## config.mk

```make
export PLATFORM = sky130hd
export DESIGN_NAME = nvram_bridge_io_flat
export DESIGN_NICKNAME = d
export VERILOG_FILES = /design/src/rtl/nvram_bridge_io_if.sv /design/src/rtl/nvram_bridge_io.sv /design/src/flat_wrapper.sv
export SDC_FILE = /design/constraint.sdc
export NUM_CORES = 1
export LEC_CHECK = 0
export BUFFER_PORTS_ARGS = -buffer_cell sky130_fd_sc_hd__buf_2
export CAP_MARGIN = 0
export CORE_ASPECT_RATIO = 1.75
export CORE_MARGIN = 2
export CORE_UTILIZATION = 55
export CTS_CLUSTER_DIAMETER = 200
export CTS_CLUSTER_SIZE = 8
export DETAILED_ROUTE_END_ITERATION = 12
export PLACE_DENSITY = 0.92
export REMOVE_ABC_BUFFERS = 1
export SLEW_MARGIN = 30
export SYNTH_ARGS = -nofsm -noshare
export SYNTH_HDL_FRONTEND = slang
export SYNTH_SLANG_ARGS = --single-unit
```

## constraint.sdc

```tcl
create_clock -name i_clk -period 2.9 [get_ports i_clk]
set_clock_uncertainty 0.15 [all_clocks]
set_input_delay 0.58 -clock i_clk [delete_from_list [all_inputs] [get_ports i_clk]]
set_output_delay 0.58 -clock i_clk [all_outputs]
set_load 0.05 [all_outputs]
```

## src/rtl/nvram_bridge_io_if.sv

```systemverilog
// nvram_bridge_io_if: APF data-slot bridge word bus (write, read, overrun) between APF logic and the nvram bridge
interface nvram_bridge_io_if #(
    parameter int ADDR_WIDTH = 25
);
    logic                  br_wr_valid;
    logic                  br_wr_ready;
    logic [ADDR_WIDTH-1:0] br_wr_addr;
    logic [31:0]           br_wr_data;
    logic                  br_rd_req;
    logic [ADDR_WIDTH-1:0] br_rd_addr;
    logic [31:0]           br_rd_data;
    logic                  br_rd_valid;
    logic                  rd_overrun;

    modport master (
        output br_wr_valid, br_wr_addr, br_wr_data, br_rd_req, br_rd_addr,
        input  br_wr_ready, br_rd_data, br_rd_valid, rd_overrun
    );

    modport slave (
        input  br_wr_valid, br_wr_addr, br_wr_data, br_rd_req, br_rd_addr,
        output br_wr_ready, br_rd_data, br_rd_valid, rd_overrun
    );
endinterface

```

## src/rtl/nvram_bridge_io.sv

```systemverilog
// nvram_bridge_io: serialises bridge words into ioctl bytes, packs ioctl bytes into bridge read words, forwards autosave requests
module nvram_bridge_io #(
    parameter int         ADDR_WIDTH  = 25,
    parameter logic [7:0] IOCTL_INDEX = 8'd3,
    parameter int         RD_LATENCY  = 2
) (
    input  logic                  i_clk,
    input  logic                  i_reset_n,
    input  logic                  i_dl_active,
    input  logic                  i_ul_active,
    nvram_bridge_io_if.slave      br,
    output logic                  o_ioctl_download,
    output logic                  o_ioctl_upload,
    output logic                  o_ioctl_wr,
    output logic [ADDR_WIDTH-1:0] o_ioctl_addr,
    output logic [7:0]            o_ioctl_index,
    output logic [7:0]            o_ioctl_dout,
    input  logic [7:0]            i_ioctl_din,
    input  logic                  i_upload_req,
    output logic                  o_save_req,
    input  logic                  i_save_ack
);
    typedef enum logic [2:0] {S_IDLE, S_WR_BYTE, S_RD_SET, S_RD_WAIT, S_RD_DONE} state_t;

    localparam logic [2:0]            LAST_WAIT = 3'(RD_LATENCY - 1);
    localparam logic [ADDR_WIDTH-1:0] LANE_MASK = ADDR_WIDTH'(3);

    state_t                r_state, w_next;
    logic                  r_run, r_pend, r_dl, r_ul, r_up_d, r_save;
    logic [1:0]            r_k;
    logic [2:0]            r_cnt;
    logic [ADDR_WIDTH-1:0] r_base, r_pend_base;
    logic [31:0]           r_wdata, r_rdata;
    logic                  w_rd_in, w_wait_done, w_wr_go, w_rd_go, w_rd_from_pend;
    logic                  w_pend_set, w_pend_clr, w_overrun;

    assign w_rd_in     = br.br_rd_req && i_ul_active;
    assign w_wait_done = (r_state == S_RD_WAIT) && (r_cnt == LAST_WAIT);

    assign br.br_wr_ready  = (r_state == S_IDLE) && r_run;
    assign br.br_rd_valid  = r_state == S_RD_DONE;
    assign br.br_rd_data   = r_rdata;
    assign br.rd_overrun   = w_overrun;
    assign o_ioctl_wr      = r_state == S_WR_BYTE;
    assign o_ioctl_addr    = (r_state inside {S_WR_BYTE, S_RD_SET, S_RD_WAIT}) ? r_base + ADDR_WIDTH'(r_k) : '0;
    assign o_ioctl_dout    = o_ioctl_wr ? r_wdata[31:24] : 8'd0;
    assign o_ioctl_index   = IOCTL_INDEX;
    assign o_ioctl_download = r_dl;
    assign o_ioctl_upload  = r_ul && !r_dl;
    assign o_save_req      = r_save;

    // state register
    always_ff @(posedge i_clk or negedge i_reset_n) begin
        if (!i_reset_n) r_state <= S_IDLE;
        else            r_state <= w_next;
    end

    // next state, transaction starts and pending-slot control; writes outrank reads in IDLE
    always_comb begin
        w_next         = r_state;
        w_wr_go        = 1'b0;
        w_rd_go        = 1'b0;
        w_rd_from_pend = 1'b0;
        w_pend_set     = 1'b0;
        w_pend_clr     = 1'b0;
        w_overrun      = 1'b0;
        case (r_state)
            S_IDLE: begin
                if (r_run && br.br_wr_valid && i_dl_active) begin
                    w_next     = S_WR_BYTE;
                    w_wr_go    = 1'b1;
                    w_pend_set = w_rd_in && !r_pend;
                    w_overrun  = w_rd_in && r_pend;
                end else if (r_pend) begin
                    w_next         = S_RD_SET;
                    w_rd_go        = 1'b1;
                    w_rd_from_pend = 1'b1;
                    w_pend_clr     = 1'b1;
                    w_pend_set     = w_rd_in;
                end else if (w_rd_in) begin
                    w_next  = S_RD_SET;
                    w_rd_go = 1'b1;
                end
            end
            S_WR_BYTE: w_next = (r_k == 2'd3) ? S_IDLE : S_WR_BYTE;
            S_RD_SET:  w_next = S_RD_WAIT;
            S_RD_WAIT: w_next = !w_wait_done ? S_RD_WAIT : (r_k == 2'd3) ? S_RD_DONE : S_RD_SET;
            S_RD_DONE: w_next = S_IDLE;
            default:   w_next = S_IDLE;
        endcase
        if (r_state != S_IDLE) begin
            w_pend_set = w_rd_in && !r_pend;
            w_overrun  = w_rd_in && r_pend;
        end
    end

    // byte lane counter, wait counter, base address and data shift registers
    always_ff @(posedge i_clk or negedge i_reset_n) begin
        if (!i_reset_n) begin
            r_run   <= 1'b0;
            r_k     <= 2'd0;
            r_cnt   <= 3'd0;
            r_base  <= '0;
            r_wdata <= 32'd0;
            r_rdata <= 32'd0;
        end else begin
            r_run   <= 1'b1;
            r_k     <= (w_wr_go || w_rd_go) ? 2'd0 : (o_ioctl_wr || w_wait_done) ? r_k + 2'd1 : r_k;
            r_cnt   <= (r_state == S_RD_WAIT && !w_wait_done) ? r_cnt + 3'd1 : 3'd0;
            r_base  <= w_wr_go ? br.br_wr_addr & ~LANE_MASK :
                       !w_rd_go ? r_base :
                       w_rd_from_pend ? r_pend_base : br.br_rd_addr & ~LANE_MASK;
            r_wdata <= w_wr_go ? br.br_wr_data : o_ioctl_wr ? r_wdata << 8 : r_wdata;
            r_rdata <= w_wait_done ? {r_rdata[23:0], i_ioctl_din} : r_rdata;
        end
    end

    // one-deep slot holding a read that arrived while busy
    always_ff @(posedge i_clk or negedge i_reset_n) begin
        if (!i_reset_n) begin
            r_pend      <= 1'b0;
            r_pend_base <= '0;
        end else begin
            r_pend      <= w_pend_set || (r_pend && !w_pend_clr);
            r_pend_base <= w_pend_set ? br.br_rd_addr & ~LANE_MASK : r_pend_base;
        end
    end

    // download/upload levels, download stretched to the end of a running burst; save request latch
    always_ff @(posedge i_clk or negedge i_reset_n) begin
        if (!i_reset_n) begin
            r_dl   <= 1'b0;
            r_ul   <= 1'b0;
            r_up_d <= 1'b0;
            r_save <= 1'b0;
        end else begin
            r_dl   <= i_dl_active || (o_ioctl_wr && r_k != 2'd3);
            r_ul   <= i_ul_active;
            r_up_d <= i_upload_req;
            r_save <= r_save ? !i_save_ack : (i_upload_req && !r_up_d);
        end
    end
endmodule

```

## src/flat_wrapper.sv

```systemverilog
// flat-port wrapper written by rule: the top's interface ports become plain ports
module nvram_bridge_io_flat 
#(
    parameter int         ADDR_WIDTH  = 25,
    parameter logic [7:0] IOCTL_INDEX = 8'd3,
    parameter int         RD_LATENCY  = 2
)
  (i_clk, i_reset_n, i_dl_active, i_ul_active, o_ioctl_download, o_ioctl_upload, o_ioctl_wr, o_ioctl_addr, o_ioctl_index, o_ioctl_dout, i_ioctl_din, i_upload_req, o_save_req, i_save_ack, br_br_wr_valid, br_br_wr_addr, br_br_wr_data, br_br_rd_req, br_br_rd_addr, br_br_wr_ready, br_br_rd_data, br_br_rd_valid, br_rd_overrun);
  nvram_bridge_io_if #(.ADDR_WIDTH(ADDR_WIDTH)) br_i ();
  input  logic i_clk;
  input  logic i_reset_n;
  input  logic i_dl_active;
  input  logic i_ul_active;
  output logic o_ioctl_download;
  output logic o_ioctl_upload;
  output logic o_ioctl_wr;
  output logic [ADDR_WIDTH-1:0] o_ioctl_addr;
  output logic [7:0] o_ioctl_index;
  output logic [7:0] o_ioctl_dout;
  input  logic [7:0] i_ioctl_din;
  input  logic i_upload_req;
  output logic o_save_req;
  input  logic i_save_ack;
  input wire logic [$bits(br_i.br_wr_valid)-1:0] br_br_wr_valid;
  input wire logic [$bits(br_i.br_wr_addr)-1:0] br_br_wr_addr;
  input wire logic [$bits(br_i.br_wr_data)-1:0] br_br_wr_data;
  input wire logic [$bits(br_i.br_rd_req)-1:0] br_br_rd_req;
  input wire logic [$bits(br_i.br_rd_addr)-1:0] br_br_rd_addr;
  output wire logic [$bits(br_i.br_wr_ready)-1:0] br_br_wr_ready;
  output wire logic [$bits(br_i.br_rd_data)-1:0] br_br_rd_data;
  output wire logic [$bits(br_i.br_rd_valid)-1:0] br_br_rd_valid;
  output wire logic [$bits(br_i.rd_overrun)-1:0] br_rd_overrun;
  assign br_i.br_wr_valid = br_br_wr_valid;
  assign br_i.br_wr_addr = br_br_wr_addr;
  assign br_i.br_wr_data = br_br_wr_data;
  assign br_i.br_rd_req = br_br_rd_req;
  assign br_i.br_rd_addr = br_br_rd_addr;
  assign br_br_wr_ready = br_i.br_wr_ready;
  assign br_br_rd_data = br_i.br_rd_data;
  assign br_br_rd_valid = br_i.br_rd_valid;
  assign br_rd_overrun = br_i.rd_overrun;
  nvram_bridge_io #(.ADDR_WIDTH(ADDR_WIDTH), .IOCTL_INDEX(IOCTL_INDEX), .RD_LATENCY(RD_LATENCY)) u_core (.i_clk(i_clk), .i_reset_n(i_reset_n), .i_dl_active(i_dl_active), .i_ul_active(i_ul_active), .br(br_i), .o_ioctl_download(o_ioctl_download), .o_ioctl_upload(o_ioctl_upload), .o_ioctl_wr(o_ioctl_wr), .o_ioctl_addr(o_ioctl_addr), .o_ioctl_index(o_ioctl_index), .o_ioctl_dout(o_ioctl_dout), .i_ioctl_din(i_ioctl_din), .i_upload_req(i_upload_req), .o_save_req(o_save_req), .i_save_ack(i_save_ack));
endmodule
```

==> impl_metrics.ini <==
[yosys]
netlist_area_um2 = 5560
synth.distinct_cells = 36
yosysMostFrequentCell = dfrtp_1
ys.flop_type = dfrtp_1
netlist_top_cells_count = dfrtp_1 (124), nand2_1 (87), mux2_2 (55)
ys_seq_area_frac = 0.558
yosys.area.top_type_share = 0.558
yosys_warnings = 0
async_flop_share = 1.00
synthCells = 491
synth_largest_area_cell = dfrtp_1
synth_area_leaders = dfrtp_1 (56%), mux2_2 (11%), nand2_1 (5.9%), and2_1 (4.2%), a221o_1 (4.1%)
syn_area_per_cell_um2 = 11.3
synth_edf_count = 0
synth-seq-cells = 124

[floorplanning]
die_w_um = 80.0
core_area_um2 = 9850
die_area_um2 = 11000
die_h_um = 137
num_rows = 48
start_util = 0.564
pin_count = 178

[clock_network]
h-tree-depth = 4
cts_tree = done
hold_buffers = 0
cts_sinks = 124
clk_latency_ps = 400
cts_buffer_depth = 2
numCtsBuffers = 17
path_clk_slew_ps = 50
clock-root-buffer = clkbuf_16

[timing]
max_slew_margin = 0.524
tns_ps = 0
min_period_ps = 2810
setup_viol = 0
hold_viol_final = 0
worst_slack_ps = 93.7
final-max-slew-violation-count = 0
hold_slack_ps = 62.4
period_share = 0.968
tightest_slew_ps = 712
rsz0062_at_grt = no
clock.fmax_mhz = 356

[place]
portBuffers = 165
dp_worst_setup_slack_ps = 439
place_area_um2 = 6480
place_hpwl_um = 9060
gp_congestion = 0.791
placed_cells = 761

[worst_hold_path]
worstHoldPathType = in2async

[drt]
num_vias = 4474
first_pass_iters = 5
postRouteAntennaNets = 0
viasPerCell = 5.66
dr.first_iter.drc_count = 215
drcViolationCount = 0
drt-total-wl_um = 13700
routedWlPerCell_um = 17.3

[critical_path]
startpoint = u_core.r_state[1]
ff2ff_path_depth = 5
cp-end-kind = primary output
cp-start-kind = flop
crit_path_max_incr_delay_ps = 490
r2r-start = u_core.r_state[1]
worst_ep_required_time_ps = 2170
crit_slowest_cell = dfrtp_1
cp_max_fo = 33
reg2reg_to = u_core.r_pend_base[8]
reg2reg_slack_ps = 700
crit_type = reg2out
cp_num_buf_inv = 3
path_delay_family = simple AND/OR/NAND/NOR gates
path_cells = or3b_1 > inv_1 > buf_8 > and2_1 > buf_2
cp_data_arrival_time_ps = 2080

[layout]
nets = 756
antenna_cells = 0
syn_to_final_growth_pct = 28.4
drive_above_1_share = 0.404
post-route-util = 0.724
instances_no_fill = 791
final_area_um2 = 7130

[global_routing]
grt_max_degree = 68
antenna_found_initial = 0
track_usage = 0.250
grt.overflow.total = 0
grt_pass1_vias = 4428
grt_pass1_wl_um = 20900

[power_and_ir_drop]
p_seq_frac = 0.322
p_switching_mw = 3.82
power_mw = 9.06
power_frac_clock = 0.243
cellInternalPower_mw = 5.25
power_leakage_nw = 3.53
swShare = 0.421
combPwrFrac = 0.435
p_per_area_nw_per_um2 = 1270
peakVddDrop_mv = 0.756

[job]
drv_cap = 0

[status]
status = complete, no violations
area by class of cell:
| cell class | instances | area [um^2] |
|---|---|---|
| sequential | 124 | 3100 |
| fill | 685 | 2720 |
| multi-input combinational | 331 | 2300 |
| timing repair buffer | 178 | 943 |
| clock buffer | 22 | 474 |
| tap | 125 | 156 |
| clock inverter | 8 | 140 |
| inverter | 3 | 11.3 |
cell families (layout without fill, tap and decap cells):
family          count (synthesis)  after routing  synth area share
simple gates                  171            171             0.158
flops                         124            124             0.558
compound gates                 86             86             0.111
mux                            60             60             0.123
buf+inv                        43            211            0.0383
fa+ha+maj                       4              4           0.00856
other cells                     2              9           0.00135
xor+xnor                        1              1           0.00158
layer usage:
layer,GRT usage,routed length [um],vias up
li1,-,-,2023
met1,0.285,5000,2213
met2,0.425,7350,200
met3,0.0660,828,38
met4,0.127,505,0
met5,0,0,-
flip-flops by register name (all words and copies together), names as in the netlist:
name                     flops
u_core.br.br_rd_data        32
u_core.o_ioctl_download      1
u_core.o_save_req            1
u_core.r_base               23
u_core.r_cnt                 3
u_core.r_k                   2
u_core.r_pend                1
u_core.r_pend_base          23
u_core.r_run                 1
u_core.r_state               3
u_core.r_ul                  1
u_core.r_up_d                1
u_core.r_wdata              32
cell usage in the layout (no fill, tap or decap), drive strengths merged, types with 2 or more instances in the layout:
| cell type | instances |
|---|---|
| conb | 9 |
| clkinv | 4 |
| dfrtp | 124 |
| clkbuf | 26 |
| nand2b | 4 |
| nand2 | 88 |
| a21oi | 23 |
| o21ai | 11 |
| nand3b | 24 |
| nor2 | 8 |
| ha | 3 |
| a22oi | 23 |
| mux2i | 5 |
| nor3 | 4 |
| mux2 | 55 |
| inv | 3 |
| o21bai | 2 |
| bufinv | 4 |
| and2 | 37 |
| buf | 174 |
| a221o | 23 |
worst max path at each step:
| stage | endpoint | cells after the start | slack [ps] |
|---|---|---|---|
| 2_1_floorplan | u_core.r_base[10] | 4 | -2210 |
| 3_3_place_gp | o_ioctl_dout[7] | 5 | 500 |
| 3_5_place_dp | o_ioctl_dout[5] | 5 | 440 |
| 4_1_cts | o_ioctl_dout[5] | 5 | 4 |
| 5_1_grt | o_ioctl_dout[4] | 5 | 0.5 |
| 6_report | o_ioctl_dout[7] | 5 | 90 |
power groups by stage:
stage,Combinational (mW),Sequential (mW),Clock (mW)
2_1_floorplan,2.14,3.64,0
3_3_place_gp,3.78,2.86,0
3_5_place_dp,3.92,2.92,0
4_1_cts,3.94,2.91,2.22
5_1_grt,4.17,3.01,2.32
6_report,3.94,2.92,2.20
repair_timing:
item,CTS,global route
setup buffers,0,0
gates resized for setup,0,6
setup endpoints to repair,0,8
Power figures use the tool's default switching activity.
